[src/rtl/player_ctrl.sv]
// player_ctrl -- player sprite controller for a scrolling shooter.
//
// Moves a sprite on a divided movement tick from held direction keys,
// clamps it to the visible area, and runs a three-state life machine:
// ALIVE -> (hit) -> INVULN (blinking, hit-immune) -> ALIVE, or DEAD when
// the last life is lost. gameover freezes everything except the tick
// counter.
//
// Ports:
//   clk       rising-edge clock
//   rst       synchronous active-low reset
//   btnstate  held keys: [0] up, [1] down, [2] left, [3] right
//   slow      focus mode, selects SLOW_SPEED
//   hit       one-cycle collision pulse
//   gameover  freeze request
//   pos_x     sprite top-left x (registered)
//   pos_y     sprite top-left y (registered)
//   lives     remaining lives (registered)
//   invuln    high in INVULN (registered)
//   visible   sprite draw enable (registered)
//   dead      high in DEAD (registered)
module player_ctrl #(
    parameter int X_W        = 10,
    parameter int Y_W        = 10,
    parameter int H_MAX      = 639,
    parameter int V_MAX      = 479,
    parameter int SPR_W      = 32,
    parameter int SPR_H      = 32,
    parameter int START_X    = 304,
    parameter int START_Y    = 400,
    parameter int SPEED      = 4,
    parameter int SLOW_SPEED = 1,
    parameter int TICK_DIV   = 4194304,
    parameter int LIVES      = 3,
    parameter int INV_TICKS  = 64
) (
    input  logic           clk,
    input  logic           rst,
    input  logic [3:0]     btnstate,
    input  logic           slow,
    input  logic           hit,
    input  logic           gameover,
    output logic [X_W-1:0] pos_x,
    output logic [Y_W-1:0] pos_y,
    output logic [1:0]     lives,
    output logic           invuln,
    output logic           visible,
    output logic           dead
);

    localparam int TW = (TICK_DIV > 1) ? $clog2(TICK_DIV) : 1;
    localparam int IW = $clog2(INV_TICKS + 1);

    // Movement limits in the extended (one extra bit, signed) domain.
    localparam logic signed [X_W:0] X_LIM = (X_W+1)'(H_MAX + 1 - SPR_W);
    localparam logic signed [Y_W:0] Y_LIM = (Y_W+1)'(V_MAX + 1 - SPR_H);

    typedef enum logic [1:0] {ALIVE, INVULN, DEAD} state_t;

    state_t          state_q, state_d;
    logic [TW-1:0]   tick_cnt_q, tick_cnt_d;
    logic [IW-1:0]   inv_cnt_q, inv_cnt_d;
    logic [X_W-1:0]  pos_x_q, pos_x_d;
    logic [Y_W-1:0]  pos_y_q, pos_y_d;
    logic [1:0]      lives_q, lives_d;
    logic            visible_q, visible_d;
    logic            invuln_q, invuln_d;
    logic            dead_q, dead_d;

    logic            tick;
    logic signed [X_W:0] step_x, dx, nx;
    logic signed [Y_W:0] step_y, dy, ny;

    // A negative intermediate means a decrement went past 0: pin to 0.
    function automatic logic [X_W-1:0] sat_x(input logic signed [X_W:0] v);
        if (v < 0)          sat_x = '0;
        else if (v > X_LIM) sat_x = X_LIM[X_W-1:0];
        else                sat_x = v[X_W-1:0];
    endfunction

    function automatic logic [Y_W-1:0] sat_y(input logic signed [Y_W:0] v);
        if (v < 0)          sat_y = '0;
        else if (v > Y_LIM) sat_y = Y_LIM[Y_W-1:0];
        else                sat_y = v[Y_W-1:0];
    endfunction

    assign tick = (tick_cnt_q == TW'(TICK_DIV - 1));

    // Candidate next position; opposing keys cancel on their axis.
    always_comb begin
        step_x = slow ? (X_W+1)'(SLOW_SPEED) : (X_W+1)'(SPEED);
        step_y = slow ? (Y_W+1)'(SLOW_SPEED) : (Y_W+1)'(SPEED);
        case ({btnstate[3], btnstate[2]})
            2'b10:   dx = step_x;
            2'b01:   dx = -step_x;
            default: dx = '0;
        endcase
        case ({btnstate[1], btnstate[0]})
            2'b10:   dy = step_y;
            2'b01:   dy = -step_y;
            default: dy = '0;
        endcase
        nx = $signed({1'b0, pos_x_q}) + dx;
        ny = $signed({1'b0, pos_y_q}) + dy;
    end

    always_comb begin
        state_d    = state_q;
        tick_cnt_d = tick ? '0 : tick_cnt_q + 1'b1;
        inv_cnt_d  = inv_cnt_q;
        pos_x_d    = pos_x_q;
        pos_y_d    = pos_y_q;
        lives_d    = lives_q;
        visible_d  = visible_q;

        if (!gameover) begin
            case (state_q)
                ALIVE: begin
                    visible_d = 1'b1;
                    if (hit) begin
                        // Hit wins over a coincident tick: no movement.
                        visible_d = 1'b0;
                        if (lives_q > 2'd1) begin
                            lives_d   = lives_q - 2'd1;
                            pos_x_d   = X_W'(START_X);
                            pos_y_d   = Y_W'(START_Y);
                            inv_cnt_d = IW'(INV_TICKS);
                            state_d   = INVULN;
                        end else begin
                            lives_d = 2'd0;
                            state_d = DEAD;
                        end
                    end else if (tick) begin
                        pos_x_d = sat_x(nx);
                        pos_y_d = sat_y(ny);
                    end
                end
                INVULN: begin
                    if (tick) begin
                        pos_x_d = sat_x(nx);
                        pos_y_d = sat_y(ny);
                        if (inv_cnt_q <= IW'(1)) begin
                            inv_cnt_d = '0;
                            visible_d = 1'b1;
                            state_d   = ALIVE;
                        end else begin
                            inv_cnt_d = inv_cnt_q - 1'b1;
                            visible_d = ~visible_q;
                        end
                    end
                end
                default: begin
                    visible_d = 1'b0;
                end
            endcase
        end

        invuln_d = (state_d == INVULN);
        dead_d   = (state_d == DEAD);
    end

    always_ff @(posedge clk) begin
        if (!rst) begin
            state_q    <= ALIVE;
            tick_cnt_q <= '0;
            inv_cnt_q  <= '0;
            pos_x_q    <= X_W'(START_X);
            pos_y_q    <= Y_W'(START_Y);
            lives_q    <= 2'(LIVES);
            visible_q  <= 1'b1;
            invuln_q   <= 1'b0;
            dead_q     <= 1'b0;
        end else begin
            state_q    <= state_d;
            tick_cnt_q <= tick_cnt_d;
            inv_cnt_q  <= inv_cnt_d;
            pos_x_q    <= pos_x_d;
            pos_y_q    <= pos_y_d;
            lives_q    <= lives_d;
            visible_q  <= visible_d;
            invuln_q   <= invuln_d;
            dead_q     <= dead_d;
        end
    end

    assign pos_x   = pos_x_q;
    assign pos_y   = pos_y_q;
    assign lives   = lives_q;
    assign invuln  = invuln_q;
    assign visible = visible_q;
    assign dead    = dead_q;

endmodule
[config.mk]
export PLATFORM = sky130hd
export DESIGN_NAME = player_ctrl
export DESIGN_NICKNAME = d
export VERILOG_FILES = /design/src/rtl/player_ctrl.sv
export SDC_FILE = /design/constraint.sdc
export NUM_CORES = 1
export LEC_CHECK = 0
export BUFFER_PORTS_ARGS = -buffer_cell sky130_fd_sc_hd__buf_2
export CAP_MARGIN = 20
export CORE_ASPECT_RATIO = 0.6
export CORE_UTILIZATION = 55
export DETAILED_ROUTE_END_ITERATION = 6
export HOLD_SLACK_MARGIN = 0.12
export PLACE_DENSITY = 0.72
export SLEW_MARGIN = 20
export SYNTH_ARGS = -nofsm -noshare
export SYNTH_HDL_FRONTEND = slang
export SYNTH_SLANG_ARGS = --single-unit
[constraint.sdc]
create_clock -name clk -period 3.9 [get_ports clk]
set_clock_uncertainty 0.2 [all_clocks]
set_input_delay 0.195 -clock clk [delete_from_list [all_inputs] [get_ports clk]]
set_output_delay 0.195 -clock clk [all_outputs]
set_load 0.01 [all_outputs]
; ---- Word level (Yosys, flattened, before mapping)
; Index checks and enable logic that the tools add are counted.
[totals]
ff_bits = 56
input_bits = 9
output_inout_bits = 25
word_cells = 74
[classes]
add_sub_neg = 6
n_lt_le_gt_ge = 6
n_eq_ne = 12
n_mux = 31
n_bitwise = 3
reduce_logical = 7
[op_table]
columns = op, n
row1 = 2-to-1 mux 10 bit, 10
row2 = one-hot mux 11 bit (2 select lines), 2
row3 = one-hot mux 10 bit (2 select lines), 2
row4 = 2-to-1 mux 7 bit, 4
row5 = adder 11 bit, 2
row6 = "adder 22 x 1 -> 22 bit, second input constant", 1
row7 = "== test 22 bit, second input constant", 1
row8 = "less-than comparator 11 x 1 -> 1 bit, second input constant", 2
row9 = one-hot mux 7 bit (2 select lines), 1
row10 = 2-to-1 mux 2 bit, 6
row11 = "greater-than comparator 11 x 10 -> 1 bit, second input constant", 1
row12 = "greater-than comparator 11 bit, second input constant", 1
row13 = negation 3 -> 11 bit, 1
row14 = "== test 2 x 1 -> 1 bit, second input constant", 4
row15 = "<= comparator 7 x 1 -> 1 bit, second input constant", 1
row16 = "subtractor 7 x 1 -> 7 bit, second input constant", 1
row17 = "== test 2 bit, second input constant", 3
row18 = "!= test 2 bit, second input constant", 3
row19 = AND reduction 3 bit, 2
row20 = AND reduction 5 bit, 1
row21 = one-hot mux 2 bit (2 select lines), 1
row22 = 2-to-1 mux 1 bit, 3
row23 = 2-to-1 mux 3 bit, 1
row24 = "!= test 3 bit, second input constant", 1
row25 = other kinds (8), 10

; ---- Depth between registers and ports, before layout
[depth]
word_depth = 10
depth_mapped = 14
mapped_depth_nobuf = 14

; ---- Worst setup path after synthesis
; OpenSTA, ideal clock, no wires.
[synth_timing]
kind = input-to-reg
from = in btnstate[0]
to = reg pos_y_q[4] (netlist: pos_y[4])
setup_time_ps = 122
arrival_ps = 2730
required_ps = 3578
path_slack_ps = 848
cell_stages = 13
path_buffers = 0
cell_sequence = inv_1 -> ha_1 -> nor3_1 -> ha_1 -> inv_1 -> fa_1 -> nor2b_1 -> o31a_1 -> o2111ai_1 -> a211oi_1 -> or4_4 -> nor2_1 -> a221o_1
[synth_via]
elab_chain_len = 9
elab_cells_between_ends = 11
classes_between = add/sub: 1 / order compare: 2 / eq/ne: 2 / mux: 6
[synth_rtl]
columns = item, line
row1 = from (decl), 39  ; input logic [3:0] btnstate,
row2 = == test 2 x 1 -> 1 bit / == test 2 bit (equally long branches), 98  ; case ({btnstate[1], btnstate[0]})
row3 = one-hot mux 11 bit (2 select lines) (*), 98
row4 = adder 11 bit (*), 104  ; ny = $signed({1'b0, pos_y_q}) + dy;
row5 = greater-than comparator 11 x 10 -> 1 bit, 83  ; else if (v > Y_LIM) sat_y = Y_LIM[Y_W-1:0];
row6 = 2-to-1 mux 10 bit, 83
row7 = 2-to-1 mux 10 bit (*), 82  ; if (v < 0) sat_y = '0;
row8 = 2-to-1 mux 10 bit (*), 133  ; end else if (tick) begin
row9 = 2-to-1 mux 10 bit, 120  ; if (hit) begin
row10 = one-hot mux 10 bit (2 select lines) (*), 117  ; case (state_q)
row11 = to (signal assigned), 168  ; pos_y_q <= Y_W'(START_Y);
row12 = to (signal assigned), 178  ; pos_y_q <= pos_y_d;
row13 = to (decl), 64  ; logic [Y_W-1:0] pos_y_q, pos_y_d;
; Every way passes the cells marked *; elsewhere a longest branch is shown, timed or not.
; A chain may end at the register's enable or synchronous reset.

; ---- Worst setup path after layout
[layout_timing]
from = reg tick_cnt_q[6]
to = reg pos_y_q[7] (netlist: pos_y[7])
[layout_via]
elab_chain_len = 4
[layout_rtl]
columns = item, line
row1 = from (decl), 61  ; logic [TW-1:0] tick_cnt_q, tick_cnt_d;
row2 = from (signal assigned), 175  ; tick_cnt_q <= tick_cnt_d;
row3 = == test 22 bit (*), 87  ; assign tick = (tick_cnt_q == TW'(TICK_DIV - 1));
row4 = 2-to-1 mux 10 bit (*), n/a
row5 = 2-to-1 mux 10 bit, n/a
row6 = one-hot mux 10 bit (2 select lines) (*), n/a
; Marked as above.

==> key figures <==
Run status
  • Status: finished, final reports clean

Timing
  • Worst slew pin tran: 677.8 ps
  • Worst rel slew slack: 0.5447
  • Final Setup Violations: 0
  • Minimum clock period: 3143 ps
  • Fmax: 318.2 MHz
  • Slew Limit Fails: 0
  • RSZ-0062 raised after global routing: no
  • Final Worst Setup Slack: 757.2 ps
  • Setup tns final: 0 ps
  • Fin Hold WS: 266.3 ps
  • Final hold vios: 0
  • Period utilization: 0.8058

Layout
  • Finished Layout Cells: 541
  • Area grow syn2layout: 10.43%
  • Final core utilization: 0.6308
  • Final Cell Area: 0.003855 sq mm
  • Share of post-route cells with drive strength above 1: 0.1204
  • Inserted Diodes: 0
  • Final Net Count: 496

Power
  • Power share of the combinational group: 0.147
  • PD cells: 278.6 mW/mm^2
  • Leakage: 1.625 nW
  • Internal power: 767.2 uW
  • Sequential Power Share: 0.546
  • P_sw: 306.8 uW
  • Clock power share: 0.307
  • Total power: 1.074 mW
  • Worst IR Drop VDD: 0.0001499 V
  • Sw Ratio: 0.2856

Worst setup path
  • CP Depth: 7
  • CP Cell Sequence: and3_1 -> nand4_1 -> or4_1 -> or2_1 -> or4_4 -> a21oi_1 -> a211o_1
  • CP bufs+invs: 0
  • Setup CP Type: reg -> reg
  • Arrival @ worst endpoint: 3210 ps
  • Slowest-stage cell, CP: or4_1
  • Crit path max-delay family: simple AND/OR/NAND/NOR gates
  • Reg2reg end: pos_y[7]
  • Crit end category: flip-flop
  • Crit path launch: tick_cnt_q[6]
  • CP peak stage delay: 720 ps
  • Worst R2R Path Depth: 7
  • Reg-to-reg startpoint: tick_cnt_q[6]
  • R2R setup slack: 760 ps
  • Setup crit end: pos_y[7]
  • Critical Path RT: 3970 ps
  • CP Launch Type: flip-flop
  • Crit path max fanout: 11

Drt
  • M1 WL: 4.350 mm
  • DRC: 0
  • DR WL met2: 2.891 mm
  • Via count: 3100
  • DRT iter0 DRCs: 142
  • Routed vias/inst: 5.730
  • Top routing layer in use: met4
  • Routed wire length: 7.900 mm
  • Routed length per placed instance: 14.60 microns
  • WL met3: 602 microns
  • Drt pass-1 iters: 5
  • Routed Antenna Nets: 0

Placement
  • Cells after DPL: 530
  • GP Congestion: 0.9146
  • Area post-placement: 0.003737 sq mm
  • Post-DP HPWL: 6.025 mm
  • Post-place setup slack: 448.3 ps
  • # port buffers: 33

Yosys
  • Count leader, synth: dfxtp_1
  • Post-Syn Instances: 420
  • Most instantiated cells after synthesis: 56 x dfxtp_1, 48 x nor2_1, 41 x nand2_1
  • Synth top area cells: dfxtp_1 32%, ha_1 10%, nor2_1 5.2%, xor2_1 4.5%, nand2_1 4.4%
  • FF+latch count, synth: 56
  • Register area share after synthesis: 0.3211
  • Ys async rst share: 0
  • Synthesis Warnings: 0
  • Synthesized cell area: 0.003491 sq mm
  • Post-synth top area share: 0.3211
  • Top cell type by total area after synthesis: dfxtp_1
  • Syn_nets: 460
  • Count of cell types in the netlist: 61
  • EDFF count, synth: 0
  • Syn avg cell area: 8.312 sq um
  • Main synth FF type: dfxtp_1

Clock network
  • Worst-Skew Late Latency: 320 ps
  • CTS tree: done
  • Clk slew on worst S/H paths: 100 ps
  • CTS Buf Count: 5
  • H-tree depth: 2
  • CTS root buffer: clkbuf_8
  • CTS max path bufs: 2
  • Post-CTS sizing: 0
  • Clk sinks: 56

Floorplan
  • Core Area: 0.006111 sq mm
  • Starting Density: 0.5713
  • Row cnt: 22
  • Ports: 34
  • Die Wd: 104.9 microns
  • Die ar.: 0.006680 sq mm
  • Die span in y: 63.71 microns

Global route
  • First-pass GRT wire length: 13.15 mm
  • Vias in the first global route: 2711
  • Largest net degree at the start of global routing: 20
  • Total track usage: 0.2478
  • Overflow after GRT: 0
  • Antenna violations before repair: 0

Min path
  • HP Class: in -> reg

Run
  • Max_cap viols: 0
-- cell families after synthesis --
family / synth area share
AO/OA/AOI/OAI: 0.2065
XOR/XNOR: 0.07778
adder cells (fa/ha/maj): 0.1154
buffers and inverters: 0.02939
flip-flops: 0.3211
multiplexers: 0.008602
AND/OR/NAND/NOR: 0.2412
-- worst reg2reg max path: cells and delay by family, from the launching register on --
family,cells,cell delay (ps)
flip-flops,1,400
AND/OR/NAND/NOR,5,2240
AO/OA/AOI/OAI,2,270
-- power groups by stage --
stage               sequential (mW)  clock, mW  combinational (mW)
floorplan                     0.599          0               0.112
global placement              0.599          0               0.149
detailed placement            0.599          0               0.151
CTS                           0.586      0.340               0.154
global route                  0.587      0.361               0.174
finish                        0.586      0.330               0.158
-- cell type report --
| class | instances | area (sq um) |
|---|---|---|
| clock buffer | 5 | 68.82 |
| tap | 84 | 105.1 |
| timing repair buffer | 37 | 200.2 |
| multi-input combinational | 337 | 2267 |
| clock inverter | 3 | 21.27 |
| fill | 550 | 2256 |
| sequential | 56 | 1121 |
| inverter | 19 | 71.32 |
-- cell usage in the layout, fill, tap and decap left out, drive strengths merged, types with 3 or more instances in the layout --
master  netlist  final
dfxtp        56     56
nor2         48     48
nand2        41     41
buf           1     35
ha           29     29
a21oi        27     27
inv          18     19
xor2         18     18
nand3        18     18
o21ai        16     16
xnor2        13     13
nor3         11     11
and3          9      9
nand4         8      8
a21o          6      6
o31ai         6      6
nor2b         5      5
a211oi        5      5
o211ai        5      5
o21a          5      5
a32o          5      5
clkbuf        7      5
nand3b        4      4
a31oi         4      4
nor4          4      4
or3           3      3
nand2b        3      3
o21bai        3      3
mux2i         3      3
and2          3      3
a211o         3      3
or2           3      3
-- how the worst min path moves through the flow --
stage,to,from,cells after the start,slack [ps]
after global placement,tick_cnt_q[0],tick_cnt_q[0],1,260
final,pos_x[1],slow,4,270
after floorplan,visible,gameover,3,210
after detailed placement,tick_cnt_q[0],tick_cnt_q[0],1,270
after global routing,state_q[0],hit,4,290
after CTS,state_q[0],hit,4,260
-- flip-flops by register name (all words and copies together), names as in the netlist --
| name | count |
|---|---|
| tick_cnt_q | 22 |
| pos_x | 10 |
| inv_cnt_q | 7 |
| pos_y | 10 |
| dead | 1 |
| lives | 2 |
| visible | 1 |
| invuln | 1 |
| state_q | 2 |
-- per-layer routing --
layer  global-route usage  vias up
met5                    0        -
met4              0.05986        0
met3              0.05176        6
met2               0.3303       96
met1               0.3927     1407
li1                     -     1591
-- what timing repair did --
action / in CTS / in global routing
hold buffers: 2 / 0
buffers inserted: 0 / 0
endpoints found under the hold margin: 8 / 0
Power figures use the tool's default switching activity.
